==> config.mk <==
export PLATFORM = sky130hd
export DESIGN_NAME = set_assoc_cache_flat
export DESIGN_NICKNAME = d
export VERILOG_FILES = /design/src/rtl/set_assoc_cache_if.sv /design/src/rtl/set_assoc_cache.sv /design/src/flat_wrapper.sv
export SDC_FILE = /design/constraint.sdc
export NUM_CORES = 1
export LEC_CHECK = 0
export ABC_AREA = 1
export BUFFER_PORTS_ARGS = -buffer_cell sky130_fd_sc_hd__buf_4
export CAP_MARGIN = 20
export CORE_MARGIN = 2
export CORE_UTILIZATION = 35
export DETAILED_ROUTE_END_ITERATION = 8
export GPL_TIMING_DRIVEN = 0
export PLACE_DENSITY_LB_ADDON = 0.12
export REMOVE_ABC_BUFFERS = 1
export SYNTH_ARGS = -nofsm -noshare
export SYNTH_HDL_FRONTEND = slang
export SYNTH_SLANG_ARGS = --single-unit
==> constraint.sdc <==
create_clock -name CLK -period 3.7 [get_ports CLK]
set_input_delay 0.185 -clock CLK [delete_from_list [all_inputs] [get_ports CLK]]
set_output_delay 0.185 -clock CLK [all_outputs]
set_load 0.02 [all_outputs]
==> src/rtl/set_assoc_cache_if.sv <==
// set_assoc_cache_if
//  Bundles the CPU data port and the main-memory port of the cache.
//  slave  : view used by the cache (receives CPU requests, issues memory requests)
//  master : view used by the CPU/memory side that drives the cache
//  CPU side   : Req, MemWrite, ByteEn, A, WD -> cache; RD, Ready <- cache
//  Memory side: MReq, MWE, MA, MWD <- cache; MRD, MAck -> cache
interface set_assoc_cache_if #(
  parameter int DATA_WIDTH = 32
) ();
  localparam int NBYTES = DATA_WIDTH / 8;

  logic                  Req;
  logic                  MemWrite;
  logic [NBYTES-1:0]     ByteEn;
  logic [DATA_WIDTH-1:0] A;
  logic [DATA_WIDTH-1:0] WD;
  logic [DATA_WIDTH-1:0] RD;
  logic                  Ready;

  logic                  MReq;
  logic                  MWE;
  logic [DATA_WIDTH-1:0] MA;
  logic [DATA_WIDTH-1:0] MWD;
  logic [DATA_WIDTH-1:0] MRD;
  logic                  MAck;

  modport slave (
    input  Req, MemWrite, ByteEn, A, WD, MRD, MAck,
    output RD, Ready, MReq, MWE, MA, MWD
  );

  modport master (
    output Req, MemWrite, ByteEn, A, WD, MRD, MAck,
    input  RD, Ready, MReq, MWE, MA, MWD
  );
endinterface

==> src/rtl/set_assoc_cache.sv <==
// set_assoc_cache
//  N-way set-associative, write-back, write-allocate data cache, one word per
//  line, true-LRU replacement. Hits complete in the cycle after the request is
//  sampled; misses write back a dirty victim, fill the line from memory and
//  then re-run the lookup, which is guaranteed to hit.
// Ports
//  CLK : rising-edge clock
//  RST : asynchronous active-high reset
//  bus : set_assoc_cache_if.slave (CPU request/response + memory req/ack)
module set_assoc_cache #(
  parameter int DATA_WIDTH     = 32,
  parameter int SET_ADDR_WIDTH = 2,
  parameter int WAYS           = 2
) (
  input logic              CLK,
  input logic              RST,
  set_assoc_cache_if.slave bus
);
  localparam int TAG_WIDTH = DATA_WIDTH - SET_ADDR_WIDTH - 2;
  localparam int NBYTES    = DATA_WIDTH / 8;
  localparam int NSETS     = 2 ** SET_ADDR_WIDTH;
  localparam int AGE_W     = $clog2(WAYS);

  typedef enum logic [1:0] {IDLE, LOOKUP, WRITEBACK, ALLOCATE} state_t;

  state_t state, state_next;

  logic                  valid    [NSETS][WAYS];
  logic                  dirty    [NSETS][WAYS];
  logic [TAG_WIDTH-1:0]  tag_mem  [NSETS][WAYS];
  logic [DATA_WIDTH-1:0] data_mem [NSETS][WAYS];
  logic [AGE_W-1:0]      age      [NSETS][WAYS];

  logic [DATA_WIDTH-1:0] a_q;
  logic [DATA_WIDTH-1:0] wd_q;
  logic [NBYTES-1:0]     be_q;
  logic                  we_q;
  logic [AGE_W-1:0]      victim_q;

  logic [SET_ADDR_WIDTH-1:0] set_idx;
  logic [TAG_WIDTH-1:0]      tag_in;
  logic                      unused_byte_offset;

  assign set_idx            = a_q[SET_ADDR_WIDTH+1:2];
  assign tag_in             = a_q[DATA_WIDTH-1:SET_ADDR_WIDTH+2];
  assign unused_byte_offset = ^a_q[1:0];

  logic                  hit;
  logic [AGE_W-1:0]      hit_way;
  logic [AGE_W-1:0]      victim_way;
  logic [DATA_WIDTH-1:0] hit_data;
  logic [DATA_WIDTH-1:0] merged;

  // Victim: the LRU way, overridden by the lowest-index invalid way. The
  // descending loop lets the lowest invalid index win.
  always_comb begin
    hit        = 1'b0;
    hit_way    = '0;
    victim_way = '0;
    for (int w = 0; w < WAYS; w++) begin
      if (valid[set_idx][w] && (tag_mem[set_idx][w] == tag_in)) begin
        hit     = 1'b1;
        hit_way = AGE_W'(w);
      end
      if (age[set_idx][w] == AGE_W'(WAYS - 1)) begin
        victim_way = AGE_W'(w);
      end
    end
    for (int w = WAYS - 1; w >= 0; w--) begin
      if (!valid[set_idx][w]) begin
        victim_way = AGE_W'(w);
      end
    end
    hit_data = data_mem[set_idx][hit_way];
    merged   = hit_data;
    for (int b = 0; b < NBYTES; b++) begin
      if (be_q[b]) begin
        merged[8*b +: 8] = wd_q[8*b +: 8];
      end
    end
  end

  always_ff @(posedge CLK or posedge RST) begin
    if (RST) begin
      state <= IDLE;
    end else begin
      state <= state_next;
    end
  end

  always_comb begin
    state_next = state;
    bus.Ready  = 1'b0;
    bus.RD     = '0;
    bus.MReq   = 1'b0;
    bus.MWE    = 1'b0;
    bus.MA     = '0;
    bus.MWD    = '0;
    case (state)
      IDLE: begin
        if (bus.Req) begin
          state_next = LOOKUP;
        end
      end
      LOOKUP: begin
        if (hit) begin
          bus.Ready  = 1'b1;
          bus.RD     = hit_data;
          state_next = IDLE;
        end else if (valid[set_idx][victim_way] && dirty[set_idx][victim_way]) begin
          state_next = WRITEBACK;
        end else begin
          state_next = ALLOCATE;
        end
      end
      WRITEBACK: begin
        bus.MReq = 1'b1;
        bus.MWE  = 1'b1;
        bus.MA   = {tag_mem[set_idx][victim_q], set_idx, 2'b00};
        bus.MWD  = data_mem[set_idx][victim_q];
        if (bus.MAck) begin
          state_next = ALLOCATE;
        end
      end
      ALLOCATE: begin
        bus.MReq = 1'b1;
        bus.MA   = {tag_in, set_idx, 2'b00};
        if (bus.MAck) begin
          state_next = LOOKUP;
        end
      end
      default: state_next = IDLE;
    endcase
  end

  // LRU touch on hit: ways younger than the hit way age by one, hit way
  // becomes MRU, so ages stay a permutation of 0..WAYS-1.
  always_ff @(posedge CLK or posedge RST) begin
    if (RST) begin
      a_q      <= '0;
      wd_q     <= '0;
      be_q     <= '0;
      we_q     <= 1'b0;
      victim_q <= '0;
      for (int s = 0; s < NSETS; s++) begin
        for (int w = 0; w < WAYS; w++) begin
          valid[s][w] <= 1'b0;
          dirty[s][w] <= 1'b0;
          age[s][w]   <= AGE_W'(w);
        end
      end
    end else begin
      case (state)
        IDLE: begin
          if (bus.Req) begin
            a_q  <= bus.A;
            wd_q <= bus.WD;
            be_q <= bus.ByteEn;
            we_q <= bus.MemWrite;
          end
        end
        LOOKUP: begin
          if (hit) begin
            for (int w = 0; w < WAYS; w++) begin
              if (AGE_W'(w) == hit_way) begin
                age[set_idx][w] <= '0;
              end else if (age[set_idx][w] < age[set_idx][hit_way]) begin
                age[set_idx][w] <= age[set_idx][w] + 1'b1;
              end
            end
            if (we_q) begin
              dirty[set_idx][hit_way] <= 1'b1;
            end
          end else begin
            victim_q <= victim_way;
          end
        end
        ALLOCATE: begin
          if (bus.MAck) begin
            valid[set_idx][victim_q] <= 1'b1;
            dirty[set_idx][victim_q] <= 1'b0;
          end
        end
        default: ;
      endcase
    end
  end

  // Tag and data storage carry no reset; valid bits gate their use.
  always_ff @(posedge CLK) begin
    if ((state == LOOKUP) && hit && we_q) begin
      data_mem[set_idx][hit_way] <= merged;
    end
    if ((state == ALLOCATE) && bus.MAck) begin
      tag_mem[set_idx][victim_q]  <= tag_in;
      data_mem[set_idx][victim_q] <= bus.MRD;
    end
  end
endmodule

==> src/flat_wrapper.sv <==
// flat-port wrapper written by rule: the top's interface ports become plain ports
module set_assoc_cache_flat 
#(
  parameter int DATA_WIDTH     = 32,
  parameter int SET_ADDR_WIDTH = 2,
  parameter int WAYS           = 2
)
  (CLK, RST, bus_Req, bus_MemWrite, bus_ByteEn, bus_A, bus_WD, bus_MRD, bus_MAck, bus_RD, bus_Ready, bus_MReq, bus_MWE, bus_MA, bus_MWD);
  set_assoc_cache_if #(.DATA_WIDTH(DATA_WIDTH)) bus_i ();
  input logic CLK;
  input logic RST;
  input wire logic [$bits(bus_i.Req)-1:0] bus_Req;
  input wire logic [$bits(bus_i.MemWrite)-1:0] bus_MemWrite;
  input wire logic [$bits(bus_i.ByteEn)-1:0] bus_ByteEn;
  input wire logic [$bits(bus_i.A)-1:0] bus_A;
  input wire logic [$bits(bus_i.WD)-1:0] bus_WD;
  input wire logic [$bits(bus_i.MRD)-1:0] bus_MRD;
  input wire logic [$bits(bus_i.MAck)-1:0] bus_MAck;
  output wire logic [$bits(bus_i.RD)-1:0] bus_RD;
  output wire logic [$bits(bus_i.Ready)-1:0] bus_Ready;
  output wire logic [$bits(bus_i.MReq)-1:0] bus_MReq;
  output wire logic [$bits(bus_i.MWE)-1:0] bus_MWE;
  output wire logic [$bits(bus_i.MA)-1:0] bus_MA;
  output wire logic [$bits(bus_i.MWD)-1:0] bus_MWD;
  assign bus_i.Req = bus_Req;
  assign bus_i.MemWrite = bus_MemWrite;
  assign bus_i.ByteEn = bus_ByteEn;
  assign bus_i.A = bus_A;
  assign bus_i.WD = bus_WD;
  assign bus_i.MRD = bus_MRD;
  assign bus_i.MAck = bus_MAck;
  assign bus_RD = bus_i.RD;
  assign bus_Ready = bus_i.Ready;
  assign bus_MReq = bus_i.MReq;
  assign bus_MWE = bus_i.MWE;
  assign bus_MA = bus_i.MA;
  assign bus_MWD = bus_i.MWD;
  set_assoc_cache #(.DATA_WIDTH(DATA_WIDTH), .SET_ADDR_WIDTH(SET_ADDR_WIDTH), .WAYS(WAYS)) u_core (.CLK(CLK), .RST(RST), .bus(bus_i));
endmodule
==> run_summary.xml, run 1 <==
<?xml version="1.0" encoding="UTF-8"?>
<metrics>
  <group name="timing">
    <metric name="timing_worst_slew_pin_value" unit="ps">860.1</metric>
    <metric name="slew_headroom" unit="%">42.66</metric>
    <metric name="fin_crit_sh" unit="%">100.1</metric>
    <metric name="final.hold.worst_slack" unit="ps">76.41</metric>
    <metric name="final_hold_viol_count" unit="">0</metric>
    <metric name="grt_setup_unrepaired" unit="">true</metric>
    <metric name="max_slew_vio_count" unit="">0</metric>
    <metric name="worst_clock_skew" unit="ps">29.06</metric>
    <metric name="timing.final.setup_violations" unit="">4</metric>
    <metric name="clock.fmax" unit="GHz">0.2699</metric>
    <metric name="period_needed" unit="ps">3705</metric>
    <metric name="final.setup.tns" unit="ps">-16.96</metric>
    <metric name="setup_ws" unit="ps">-5.406</metric>
  </group>
  <group name="power_and_ir_drop">
    <metric name="cellPowerDensity" unit="nW/um2">804.1</metric>
    <metric name="post-layout-total-power" unit="uW">28390</metric>
    <metric name="peakVddDrop" unit="V">0.0004227</metric>
    <metric name="leakagePower" unit="uW">0.01439</metric>
  </group>
  <group name="logic_synthesis">
    <metric name="synth_async_sr_flop_share" unit="%">16.38</metric>
    <metric name="ys_warn_count" unit="">0</metric>
    <metric name="yosys.cell_types.count" unit="">42</metric>
    <metric name="synth_seq_cells" unit="">574</metric>
    <metric name="post_synthesis_instance_total" unit="">2749</metric>
    <metric name="ys_seq_area_share" unit="%">63.43</metric>
    <metric name="synth-main-ff-cell" unit="">edfxtp_1</metric>
    <metric name="synth_area" unit="um2">26440</metric>
    <metric name="post_synth_edffs" unit="">480</metric>
    <metric name="syn_avg_cell_area" unit="um2">9.618</metric>
  </group>
  <group name="die">
    <metric name="dieArea" unit="um2">77760</metric>
    <metric name="die_x" unit="um">278.9</metric>
    <metric name="io_pins" unit="">204</metric>
    <metric name="starting_density" unit="%">35.46</metric>
    <metric name="floorplan.core_area" unit="um2">74570</metric>
    <metric name="dieHeight" unit="um">278.9</metric>
    <metric name="std_cell_rows" unit="">100</metric>
  </group>
  <group name="clocking">
    <metric name="clock_path_buffers" unit="">3</metric>
    <metric name="worstSkewPairLatency" unit="ps">630</metric>
    <metric name="clk_transition_reported_paths" unit="ps">60</metric>
    <metric name="cts_tree" unit="">done</metric>
    <metric name="number_of_cts_inserted_buffers" unit="">67</metric>
    <metric name="htree_levels" unit="">3</metric>
    <metric name="clock_tree.root_cell" unit="">clkbuf_16</metric>
    <metric name="clock-sinks" unit="">574</metric>
  </group>
  <group name="detailed_routing">
    <metric name="drt.antenna.violating_nets" unit="">0</metric>
    <metric name="dr_total_vias" unit="">22120</metric>
    <metric name="average_wire_per_standard_cell" unit="um">23.27</metric>
    <metric name="violation_count_after_the_first_detailed_routing_iteration" unit="">2079</metric>
    <metric name="drc_errors" unit="">0</metric>
    <metric name="vias_per_cell" unit="">5.331</metric>
    <metric name="drt_wl_total" unit="mm">96.56</metric>
    <metric name="first_pass_iters" unit="">5</metric>
  </group>
  <group name="worst_setup_path">
    <metric name="critical_path_launch_point" unit="">u_core.a_q[2]</metric>
    <metric name="critPathCaptureType" unit="">primary output</metric>
    <metric name="worstSetupEndpoint" unit="">bus_RD[26]</metric>
    <metric name="r2r-end" unit="">u_core.data_mem[0][7]</metric>
    <metric name="critPathLaunchType" unit="">flop</metric>
    <metric name="timing.critical_path.mode_cell" unit="">nand2_1</metric>
    <metric name="timing.critical_path.arrival" unit="ps">3520</metric>
    <metric name="worst-setup-path-type" unit="">flop to primary output</metric>
    <metric name="cpMaxStageDelayCell" unit="">dfrtp_4</metric>
    <metric name="crit_path_cell_trace" unit="">buf_16 &gt; inv_16 &gt; buf_12 &gt; buf_16 &gt; nand2_1 &gt; nand2_1 &gt; nand2_1 &gt; nand2_1 &gt; nand2_1 &gt; nand2_2 &gt; nand2_1 &gt; nor2_1 &gt; nand2_1 &gt; nor2_1 &gt; nand2_2 &gt; nand2_8 &gt; nand2_8 &gt; a21oi_4 &gt; buf_6</metric>
    <metric name="r2r.worst_path.cells" unit="">17</metric>
    <metric name="data_required_time_at_the_worst_endpoint" unit="ps">3510</metric>
    <metric name="crit_path_max_fanout" unit="">11</metric>
    <metric name="worst-r2r-setup-slack" unit="ps">70</metric>
    <metric name="worst_r2r_startpoint" unit="">u_core.a_q[2]</metric>
    <metric name="crit_path_max_incr_delay" unit="ps">550</metric>
  </group>
  <group name="outcome">
    <metric name="failing_checks" unit="">negative setup slack</metric>
    <metric name="status" unit="">finished with violations</metric>
  </group>
  <group name="finish">
    <metric name="antenna_cells_inserted" unit="">0</metric>
    <metric name="final_cell_mix" unit="">942 x nand2_1, 480 x edfxtp_1, 226 x buf_4</metric>
    <metric name="final_layout_size_suffix_gt1_share" unit="%">20.41</metric>
    <metric name="design.final.nets" unit="">3236</metric>
    <metric name="layout-area-overhead-vs-synth" unit="%">33.53</metric>
    <metric name="final_common_cell" unit="">nand2_1</metric>
  </group>
  <group name="place">
    <metric name="place_hpwl" unit="mm">56.37</metric>
    <metric name="place.port_buffers" unit="">199</metric>
    <metric name="place_congestion" unit="">0.8894</metric>
  </group>
  <group name="grt">
    <metric name="grt_pass1_wl" unit="mm">140.4</metric>
    <metric name="grt_antenna_before_repair" unit="">2</metric>
    <metric name="grt_start_max_net_pins" unit="">70</metric>
    <metric name="grtUsageTotal" unit="%">24.42</metric>
    <metric name="grt_overflow" unit="">0</metric>
    <metric name="vias_in_the_first_global_route" unit="">21320</metric>
  </group>
  <group name="flow_run">
    <metric name="maxCapViolations" unit="">0</metric>
  </group>
  <group name="min_path">
    <metric name="min-delay-path-class" unit="">input port to flop</metric>
  </group>
</metrics>
-- critical path: cells and delay by family, from the launching register on --
| kind | cells | cell delay (ps) |
|---|---|---|
| AOI/OAI and AO/OA | 1 | 230 |
| buffers and inverters | 5 | 690 |
| DFF | 1 | 550 |
| and+or+nand+nor | 13 | 1400 |
-- repair_timing --
action / in CTS / in global routing
endpoints found under the hold margin: 359 / 0
pin swaps: 36 / 29
endpoints found under the setup margin: 698 / 327
cloned: 18 / 2
setup buffers: 68 / 14
hold buffers: 101 / 0
resized for setup: 173 / 71
-- logic make-up (layout without fill, tap and decap cells) --
family	Yosys count	count (layout)	synth area share, %
multiplexers	9	9	0.3833
adder cells (fa/ha/maj)	4	4	0.1893
AO/OA/AOI/OAI	385	385	8.788
other	1	2	0.01418
AND/OR/NAND/NOR	1487	1494	22.83
buffers and inverters	289	712	4.363
flip-flops	574	574	63.43
-- flip-flops by register name, summed over array words and instances, names as in the netlist, 2 cells and up --
register and cells:
u_core.a_q 30, u_core.age 8, u_core.be_q 4, u_core.data_mem 256, u_core.dirty 8, u_core.state 2
u_core.tag_mem 224, u_core.valid 8, u_core.wd_q 32
-- worst min path at each step --
stage / endpoint / depth (start not counted) / start / slack, ps
2_1_floorplan: u_core.we_q / 1 / bus_MemWrite / 340
3_3_place_gp: u_core.wd_q[1] / 2 / bus_WD[1] / 420
3_5_place_dp: u_core.wd_q[15] / 2 / RST / 270
4_1_cts: u_core.state[1] / 5 / bus_MAck / 70
5_1_grt: u_core.state[1] / 5 / bus_MAck / 120
6_report: u_core.state[1] / 5 / bus_MAck / 80
-- cells in the mapped netlist (2+ instances only) --
cell type,number,area share [%]
ha_1,4,0.19
edfxtp_1,480,55
a21oi_1,146,2.8
buf_1,19,0.27
a22o_1,2,0.066
nand2_2,3,0.071
a221oi_1,10,0.33
o211ai_1,5,0.14
o21ai_1,4,0.076
o311ai_0,4,0.13
inv_2,5,0.071
nand4_1,22,0.52
o21ai_0,70,1.3
inv_1,142,2.0
a22oi_1,107,3.0
dfstp_2,4,0.40
o21bai_1,2,0.057
nor2_1,186,2.6
mux2_2,9,0.38
nand3b_1,2,0.057
buf_4,9,0.26
clkbuf_1,80,1.1
buf_2,28,0.53
and2_0,23,0.54
clkinv_1,6,0.085
or2_2,14,0.33
o22ai_1,31,0.73
nand2_1,1019,14
dfrtp_1,90,8.5
nand3_1,211,4.0
-- metal layers --
layer / track usage, % / share of wire (%) / up-vias
met5: 0 / 0.027 / -
met4: 8.258 / 3.4 / 4
li1: - / - / 10160
met1: 32.20 / 42 / 10920
met3: 3.707 / 6.1 / 182
met2: 41.13 / 49 / 852
-- per-stage QoR --
stage / setup WS (ps) / cells / instance area (um2) / utilization, %
floorplan: -4054 / 2614 / 25860 / -
global placement: -12680 / 3782 / 28570 / 38.31
detailed placement: -2490 / 3825 / 29830 / 40.00
CTS: -83.44 / 4133 / 34830 / 46.71
global route: -146.8 / 4149 / 35310 / 47.35
finish: -5.406 / 4149 / 35310 / 47.35
-- final cells by class --
type / instances / area [um2]
clock buffers: 92 / 1842
clock inverters: 30 / 401.6
fillers: 6890 / 39270
inverters: 153 / 666.9
multi-input cells: 1894 / 9515
flip-flops and latches: 574 / 16780
well taps: 969 / 1212
repair buffers: 434 / 4855
repair inverters: 3 / 31.28
-- power breakdown --
group | total [uW] | internal, uW | switching (uW)
clock network | 6800 | 4030 | 2770
registers | 9520 | 8740 | 772
logic | 12100 | 3960 | 8120
Power figures use the tool's default switching activity.
==> inputs of run 2 (changes only) <==
==> constraint.sdc (replaced) <==
create_clock -name CLK -period 3.7 [get_ports CLK]
set_input_delay 0.185 -clock CLK [delete_from_list [all_inputs] [get_ports CLK]]
set_output_delay 0.185 -clock CLK [all_outputs]
set_load 0.005 [all_outputs]
==> run 2 against run 1 <==
Net effect:
- the flow still finishes with violations (negative setup slack)
- critical path depth is 2 lower
- clock power barely moved
- highest routed layer unchanged
- sequential share of layout area is 0.76 points lower
- first-iteration DRC count up 8.1%
- hold slack lost 4.8 ps
- clock-buffer cell count unchanged
- design area rose by 1.6%
- critical path type unchanged
- largest cell class unchanged
- flip-flop and latch count unchanged
- register-to-register slack barely moved
- sequential power barely moved
==> run_summary.xml, run 2 (synthesis gave the netlist of run 1 again) <==
<?xml version="1.0" encoding="UTF-8"?>
<metrics>
  <group name="outcome">
    <metric name="status" unit="">finished with violations</metric>
    <metric name="failing_checks" unit="">negative setup slack</metric>
  </group>
  <group name="timing">
    <metric name="fin_crit_sh" unit="%">103.9</metric>
    <metric name="timing.final.setup_violations" unit="">33</metric>
    <metric name="period_needed" unit="ps">3845</metric>
    <metric name="final.hold.worst_slack" unit="ps">71.59</metric>
    <metric name="clock.fmax" unit="GHz">0.2601</metric>
    <metric name="slew_headroom" unit="%">41.10</metric>
    <metric name="max_slew_vio_count" unit="">0</metric>
    <metric name="timing_worst_slew_pin_value" unit="ps">883.5</metric>
    <metric name="setup_ws" unit="ps">-144.7</metric>
    <metric name="final_hold_viol_count" unit="">0</metric>
    <metric name="grt_setup_unrepaired" unit="">true</metric>
    <metric name="worst_clock_skew" unit="ps">29.97</metric>
  </group>
  <group name="die">
    <metric name="starting_density" unit="%">35.46</metric>
    <metric name="dieHeight" unit="um">278.9</metric>
    <metric name="std_cell_rows" unit="">100</metric>
    <metric name="floorplan.core_area" unit="um2">74570</metric>
    <metric name="io_pins" unit="">204</metric>
    <metric name="dieArea" unit="um2">77760</metric>
    <metric name="die_x" unit="um">278.9</metric>
  </group>
  <group name="finish">
    <metric name="flip_flop_count_of_the_largest_register_all_copies_and_words_added" unit="">256</metric>
    <metric name="layout_top_registers" unit="">u_core.data_mem x256, u_core.tag_mem x224, u_core.wd_q x32</metric>
    <metric name="largest_register" unit="">u_core.data_mem</metric>
    <metric name="design_area" unit="um2">35880</metric>
    <metric name="final_common_cell" unit="">nand2_1</metric>
    <metric name="final_layout_size_suffix_gt1_share" unit="%">22.74</metric>
    <metric name="final-instance-count-excl-fill" unit="">4189</metric>
    <metric name="design.final.nets" unit="">3275</metric>
    <metric name="layout-area-overhead-vs-synth" unit="%">35.70</metric>
    <metric name="final_core_util" unit="%">48.12</metric>
    <metric name="final_cell_mix" unit="">915 x nand2_1, 480 x edfxtp_1, 270 x buf_4</metric>
  </group>
  <group name="worst_setup_path">
    <metric name="timing.critical_path.arrival" unit="ps">3660</metric>
    <metric name="critPathLaunchType" unit="">flop</metric>
    <metric name="crit_path_max_fanout" unit="">8</metric>
    <metric name="worst-setup-path-type" unit="">flop to primary output</metric>
    <metric name="critPathCaptureType" unit="">primary output</metric>
    <metric name="data_required_time_at_the_worst_endpoint" unit="ps">3510</metric>
  </group>
  <group name="place">
    <metric name="dpl_worst_slack" unit="ps">-2490</metric>
    <metric name="dpl_cell_area" unit="um2">29830</metric>
    <metric name="post-place-cells" unit="">3825</metric>
    <metric name="place_congestion" unit="">0.8894</metric>
    <metric name="place.port_buffers" unit="">199</metric>
    <metric name="place_hpwl" unit="mm">56.37</metric>
  </group>
  <group name="grt">
    <metric name="grt_start_max_net_pins" unit="">62</metric>
    <metric name="grt_overflow" unit="">0</metric>
    <metric name="grtUsageTotal" unit="%">25.05</metric>
    <metric name="grt_pass1_wl" unit="mm">143.5</metric>
    <metric name="vias_in_the_first_global_route" unit="">21840</metric>
    <metric name="grt_antenna_before_repair" unit="">4</metric>
  </group>
  <group name="clocking">
    <metric name="cts_tree" unit="">done</metric>
    <metric name="number_of_cts_inserted_buffers" unit="">67</metric>
    <metric name="htree_levels" unit="">3</metric>
    <metric name="clock_tree.root_cell" unit="">clkbuf_16</metric>
    <metric name="worstSkewPairLatency" unit="ps">630</metric>
    <metric name="clock-sinks" unit="">574</metric>
    <metric name="clock_path_buffers" unit="">3</metric>
    <metric name="clk_transition_reported_paths" unit="ps">60</metric>
  </group>
  <group name="min_path">
    <metric name="min-delay-path-class" unit="">input port to flop</metric>
  </group>
  <group name="power_and_ir_drop">
    <metric name="cellPowerDensity" unit="nW/um2">805.5</metric>
    <metric name="leakagePower" unit="uW">0.01470</metric>
    <metric name="peakVddDrop" unit="V">0.0003511</metric>
  </group>
  <group name="detailed_routing">
    <metric name="drt_wl_total" unit="mm">98.61</metric>
    <metric name="dr_total_vias" unit="">22360</metric>
    <metric name="vias_per_cell" unit="">5.338</metric>
    <metric name="drc_errors" unit="">0</metric>
    <metric name="drt.antenna.violating_nets" unit="">0</metric>
    <metric name="first_pass_iters" unit="">8</metric>
    <metric name="average_wire_per_standard_cell" unit="um">23.54</metric>
    <metric name="violation_count_after_the_first_detailed_routing_iteration" unit="">2247</metric>
  </group>
  <group name="flow_run">
    <metric name="maxCapViolations" unit="">0</metric>
  </group>
</metrics>
-- run 2: path summary, 6_finish.rpt --
kind,depth (start not counted),slack (ps),startpoint,endpoint
max in group asynchronous,4,2670,RST,u_core.victim_q
setup / recovery,17,-140,u_core.a_q[2],bus_RD[18]
min in group asynchronous,3,170,RST,u_core.wd_q[15]
hold / removal,5,70,bus_MAck,u_core.state[1]
hold reg to reg,2,460,u_core.age[6],u_core.age[6]
setup reg to reg,18,70,u_core.a_q[2],u_core.data_mem[2][47]
-- run 2: cell type report --
class	instances	area, um2
fillers	6861	38690
flip-flops and latches	574	16780
multi-input cells	1894	9709
repair buffers	472	5214
clock buffers	92	1842
well taps	969	1212
inverters	153	669.4
clock inverters	30	401.6
repair inverters	4	47.55
diodes	1	2.502
-- run 2: power by group --
part	switching [uW]	internal, uW
combinational	8170	4390
sequential	775	8740
clock	2790	4030
-- run 2: worst max-delay path, cell delays in order, from the launching register on --
cell,delay [ps]
dfrtp_4,560
buf_6,160
buf_4,140
buf_6,150
nand2_1,80
nand2_1,60
nand2_1,120
nand2_2,90
nand2_4,100
nand4_1,160
nor2_4,210
nand2_2,90
nor2_4,180
nand2_8,100
nand2_8,210
nand2_8,200
a21oi_4,270
buf_6,130
-- run 2: routing by layer --
metal / GRT usage, % / vias to the layer above / routed length (um)
li1: - / 10240 / -
met1: 32.67 / 11060 / 40470
met2: 42.66 / 881 / 48450
met3: 3.983 / 179 / 6492
met4: 8.009 / 6 / 3153
met5: 0 / - / 40
-- run 2: stage by stage --
step	power (uW)	setup TNS, ps
floorplan	15370	-2269640
global placement	19140	-9021020
detailed placement	19580	-982420
CTS	28630	-606.8
global route	30480	-5065
finish	28900	-1785
-- run 2: timing repair --
item / 4_1_cts / 5_1_grt
buffers inserted: 104 / 13
endpoints found under the setup margin: 696 / 257
gates resized for setup: 238 / 65
hold buffers: 101 / 0
hold endpoints to repair: 359 / 0
gates cloned: 25 / 0
pin swaps: 41 / 34
==> inputs of run 3 (changes only) <==
--- a/config.mk
+++ b/config.mk
@@ -8,12 +8,12 @@
 export ABC_AREA = 1
 export BUFFER_PORTS_ARGS = -buffer_cell sky130_fd_sc_hd__buf_4
 export CAP_MARGIN = 20
-export CORE_MARGIN = 2
 export CORE_UTILIZATION = 35
 export DETAILED_ROUTE_END_ITERATION = 8
 export GPL_TIMING_DRIVEN = 0
 export PLACE_DENSITY_LB_ADDON = 0.12
 export REMOVE_ABC_BUFFERS = 1
+export SKIP_LAST_GASP = 1
 export SYNTH_ARGS = -nofsm -noshare
 export SYNTH_HDL_FRONTEND = slang
 export SYNTH_SLANG_ARGS = --single-unit
==> run 3 against run 2 <==
Net effect:
- the flow now finishes without violations
- power is 1.9% lower
- via count fell by 0.62%
- final cell count is 0.50% lower
- sequential power about the same
- critical path depth decreased by 2
- non-clock buffer count shrank 28
- utilization is 0.84 points lower
- hold slack got worse by 44 ps
- clock-buffer cell count is 4 higher
- clock skew increased by 16 ps
- highest routed layer unchanged
- design area down 1.8%
- clock power shrank 5.9%
==> run_summary.xml, run 3 (synthesis gave the netlist of run 1 again) <==
<?xml version="1.0" encoding="UTF-8"?>
<metrics>
  <group name="outcome">
    <metric name="status" unit="">completed</metric>
  </group>
  <group name="grt">
    <metric name="use_met2" unit="%">41.94</metric>
    <metric name="grt_antenna_before_repair" unit="">2</metric>
    <metric name="grt.met3_usage" unit="%">3.619</metric>
    <metric name="grt_start_max_net_pins" unit="">67</metric>
    <metric name="grtUsageTotal" unit="%">24.54</metric>
    <metric name="vias_in_the_first_global_route" unit="">21380</metric>
    <metric name="grt_pass1_wl" unit="mm">139.0</metric>
    <metric name="busiest_layer" unit="">met2</metric>
    <metric name="grt_overflow" unit="">0</metric>
    <metric name="grtUsageMet1" unit="%">32.18</metric>
  </group>
  <group name="die">
    <metric name="starting_density" unit="%">35.46</metric>
    <metric name="die_x" unit="um">276.9</metric>
    <metric name="dieArea" unit="um2">76650</metric>
    <metric name="floorplan.core_area" unit="um2">74570</metric>
    <metric name="io_pins" unit="">204</metric>
    <metric name="dieHeight" unit="um">276.9</metric>
    <metric name="std_cell_rows" unit="">100</metric>
  </group>
  <group name="timing">
    <metric name="final_hold_viol_count" unit="">0</metric>
    <metric name="period_needed" unit="ps">3632</metric>
    <metric name="clock.fmax" unit="GHz">0.2753</metric>
    <metric name="timing_worst_slew_pin_value" unit="ps">940.2</metric>
    <metric name="worst_clock_skew" unit="ps">45.53</metric>
    <metric name="fin_crit_sh" unit="%">98.16</metric>
    <metric name="timing.final.setup_violations" unit="">0</metric>
    <metric name="max_slew_vio_count" unit="">0</metric>
    <metric name="slew_headroom" unit="%">37.17</metric>
  </group>
  <group name="clocking">
    <metric name="number_of_cts_inserted_buffers" unit="">68</metric>
    <metric name="clock_path_buffers" unit="">3</metric>
    <metric name="htree_levels" unit="">3</metric>
    <metric name="clk_transition_reported_paths" unit="ps">50</metric>
    <metric name="cts_tree" unit="">done</metric>
    <metric name="clock_tree.root_cell" unit="">clkbuf_16</metric>
    <metric name="clock-sinks" unit="">574</metric>
    <metric name="worstSkewPairLatency" unit="ps">640</metric>
  </group>
  <group name="finish">
    <metric name="layout_top_registers" unit="">u_core.data_mem x256, u_core.tag_mem x224, u_core.wd_q x32</metric>
    <metric name="final_cell_mix" unit="">913 x nand2_1, 480 x edfxtp_1, 257 x buf_4</metric>
    <metric name="design_area" unit="um2">35250</metric>
    <metric name="largest_register" unit="">u_core.data_mem</metric>
    <metric name="flip_flop_count_of_the_largest_register_all_copies_and_words_added" unit="">256</metric>
    <metric name="final_layout_size_suffix_gt1_share" unit="%">21.76</metric>
    <metric name="final_common_cell" unit="">nand2_1</metric>
    <metric name="final_core_util" unit="%">47.27</metric>
    <metric name="layout-area-overhead-vs-synth" unit="%">33.32</metric>
    <metric name="layout.filler_cells" unit="">6920</metric>
    <metric name="design.final.nets" unit="">3252</metric>
  </group>
  <group name="worst_setup_path">
    <metric name="cpMaxStageDelayCell" unit="">dfrtp_4</metric>
    <metric name="worst-setup-path-type" unit="">flop to primary output</metric>
    <metric name="critical-path-top-delay-family" unit="">simple AND/OR/NAND/NOR gates</metric>
    <metric name="crit_path_cell_trace" unit="">buf_12 &gt; nor2_4 &gt; buf_12 &gt; a21oi_1 &gt; nand2_2 &gt; nand4_1 &gt; nor2_4 &gt; nand2_1 &gt; nor2_2 &gt; nand2_4 &gt; buf_12 &gt; nand2_8 &gt; nand2_8 &gt; a21oi_4 &gt; buf_4</metric>
    <metric name="critPathLaunchType" unit="">flop</metric>
    <metric name="timing.critical_path.arrival" unit="ps">3450</metric>
    <metric name="timing.critical_path.mode_cell" unit="">buf_12</metric>
    <metric name="data_required_time_at_the_worst_endpoint" unit="ps">3510</metric>
    <metric name="crit_path_max_incr_delay" unit="ps">520</metric>
    <metric name="critPathCaptureType" unit="">primary output</metric>
    <metric name="crit_path_max_fanout" unit="">12</metric>
    <metric name="path_buf_inv" unit="">4</metric>
  </group>
  <group name="power_and_ir_drop">
    <metric name="sw_frac_of_total" unit="%">41.22</metric>
    <metric name="post-layout-total-power" unit="uW">28360</metric>
    <metric name="p_switching" unit="uW">11690</metric>
    <metric name="power.share.sequential" unit="%">33.5</metric>
    <metric name="power.share.clock" unit="%">22.7</metric>
    <metric name="combinationalPowerShare" unit="%">43.9</metric>
    <metric name="peakVddDrop" unit="V">0.0003975</metric>
    <metric name="cellPowerDensity" unit="nW/um2">804.6</metric>
    <metric name="p_int" unit="uW">16670</metric>
    <metric name="leakagePower" unit="uW">0.01449</metric>
  </group>
  <group name="place">
    <metric name="place.port_buffers" unit="">199</metric>
    <metric name="dpl_cell_area" unit="um2">29640</metric>
    <metric name="place_congestion" unit="">0.8704</metric>
    <metric name="place_hpwl" unit="mm">55.07</metric>
  </group>
  <group name="detailed_routing">
    <metric name="violation_count_after_the_first_detailed_routing_iteration" unit="">1834</metric>
    <metric name="drt_wl_total" unit="mm">97.50</metric>
    <metric name="dr_total_vias" unit="">22220</metric>
    <metric name="vias_per_cell" unit="">5.332</metric>
    <metric name="first_pass_iters" unit="">7</metric>
    <metric name="average_wire_per_standard_cell" unit="um">23.39</metric>
    <metric name="drc_errors" unit="">0</metric>
    <metric name="drt.antenna.violating_nets" unit="">0</metric>
  </group>
  <group name="flow_run">
    <metric name="maxCapViolations" unit="">0</metric>
  </group>
  <group name="min_path">
    <metric name="min-delay-path-class" unit="">input port to flop</metric>
  </group>
</metrics>
## run 3: cell count changes in the layout (fill, tap and decap cells not counted), moves of 8 or more
cell,delta
buf_16,-14
a21oi_4,-8
buf_6,-11
clkinv_2,+9
buf_4,-13
## run 3: timing repair
action | 4_1_cts | 5_1_grt
endpoints found under the setup margin | 750 | 202
cloned | 19 | 11
buffers inserted | 63 | 28
hold endpoints to repair | 348 | 0
hold buffers | 101 | 0
resized for setup | 108 | 139
pin swaps | 28 | 39
## run 3: stage by stage
step                      hold slack, ps  setup slack (ps)  instances  setup TNS [ps]
final                              27.20             68.09       4168               0
after detailed placement           224.6             -2647       3819         -971180
after CTS                          6.546            0.7612       4127               0
after global placement             418.6            -12960       3782        -9189340
after global routing               126.6            -16.01       4167          -158.6
after floorplan                    335.9             -4054       2614        -2269640
## run 3: metal layers
layer | part of all wire, % | vias to the layer above | routed length [um]
met5 | 0.023 | - | 22
met2 | 49 | 851 | 47780
met1 | 42 | 11020 | 41020
met3 | 6.5 | 143 | 6299
met4 | 2.4 | 4 | 2378
li1 | - | 10200 | -
## run 3: worst min-delay path: stages
cell	delay (ps)
buf_4	90
inv_1	30
nand2_1	50
o21a_1	160
o21ai_0	80
## run 3: final timing paths
kind	from	endpoint	slack (ps)	cells past startpoint
max	u_core.a_q[2]	bus_RD[13]	70	15
min	bus_MAck	u_core.state[1]	30	5
max reg2reg	u_core.a_q[2]	u_core.data_mem[2][46]	100	18
min reg2reg	u_core.age[4]	u_core.age[4]	460	2
max in group asynchronous	RST	u_core.victim_q	2720	4
min in group asynchronous	RST	u_core.a_q[7]	130	3
## run 3: final cells by class
| type | count | area, um2 | area share [%] |
|---|---|---|---|
| tap | 969 | 1212 | 3.439 |
| timing repair buffer | 444 | 4820 | 13.67 |
| sequential | 574 | 16780 | 47.61 |
| inverter | 153 | 668.1 | 1.895 |
| multi-input combinational | 1893 | 9503 | 26.96 |
| clock buffer | 96 | 1867 | 5.296 |
| antenna | 1 | 2.502 | 0.007099 |
| clock inverter | 29 | 270.3 | 0.7667 |
| timing repair inverter | 9 | 126.4 | 0.3585 |
## run 3: power by group through the flow
stage	registers, uW	clock network, uW	logic [uW]
after floorplan	9480	0	5890
after global placement	9920	0	9210
after detailed placement	9710	0	9840
after CTS	9450	6550	11400
after global routing	9580	6820	13500
final	9500	6420	12400
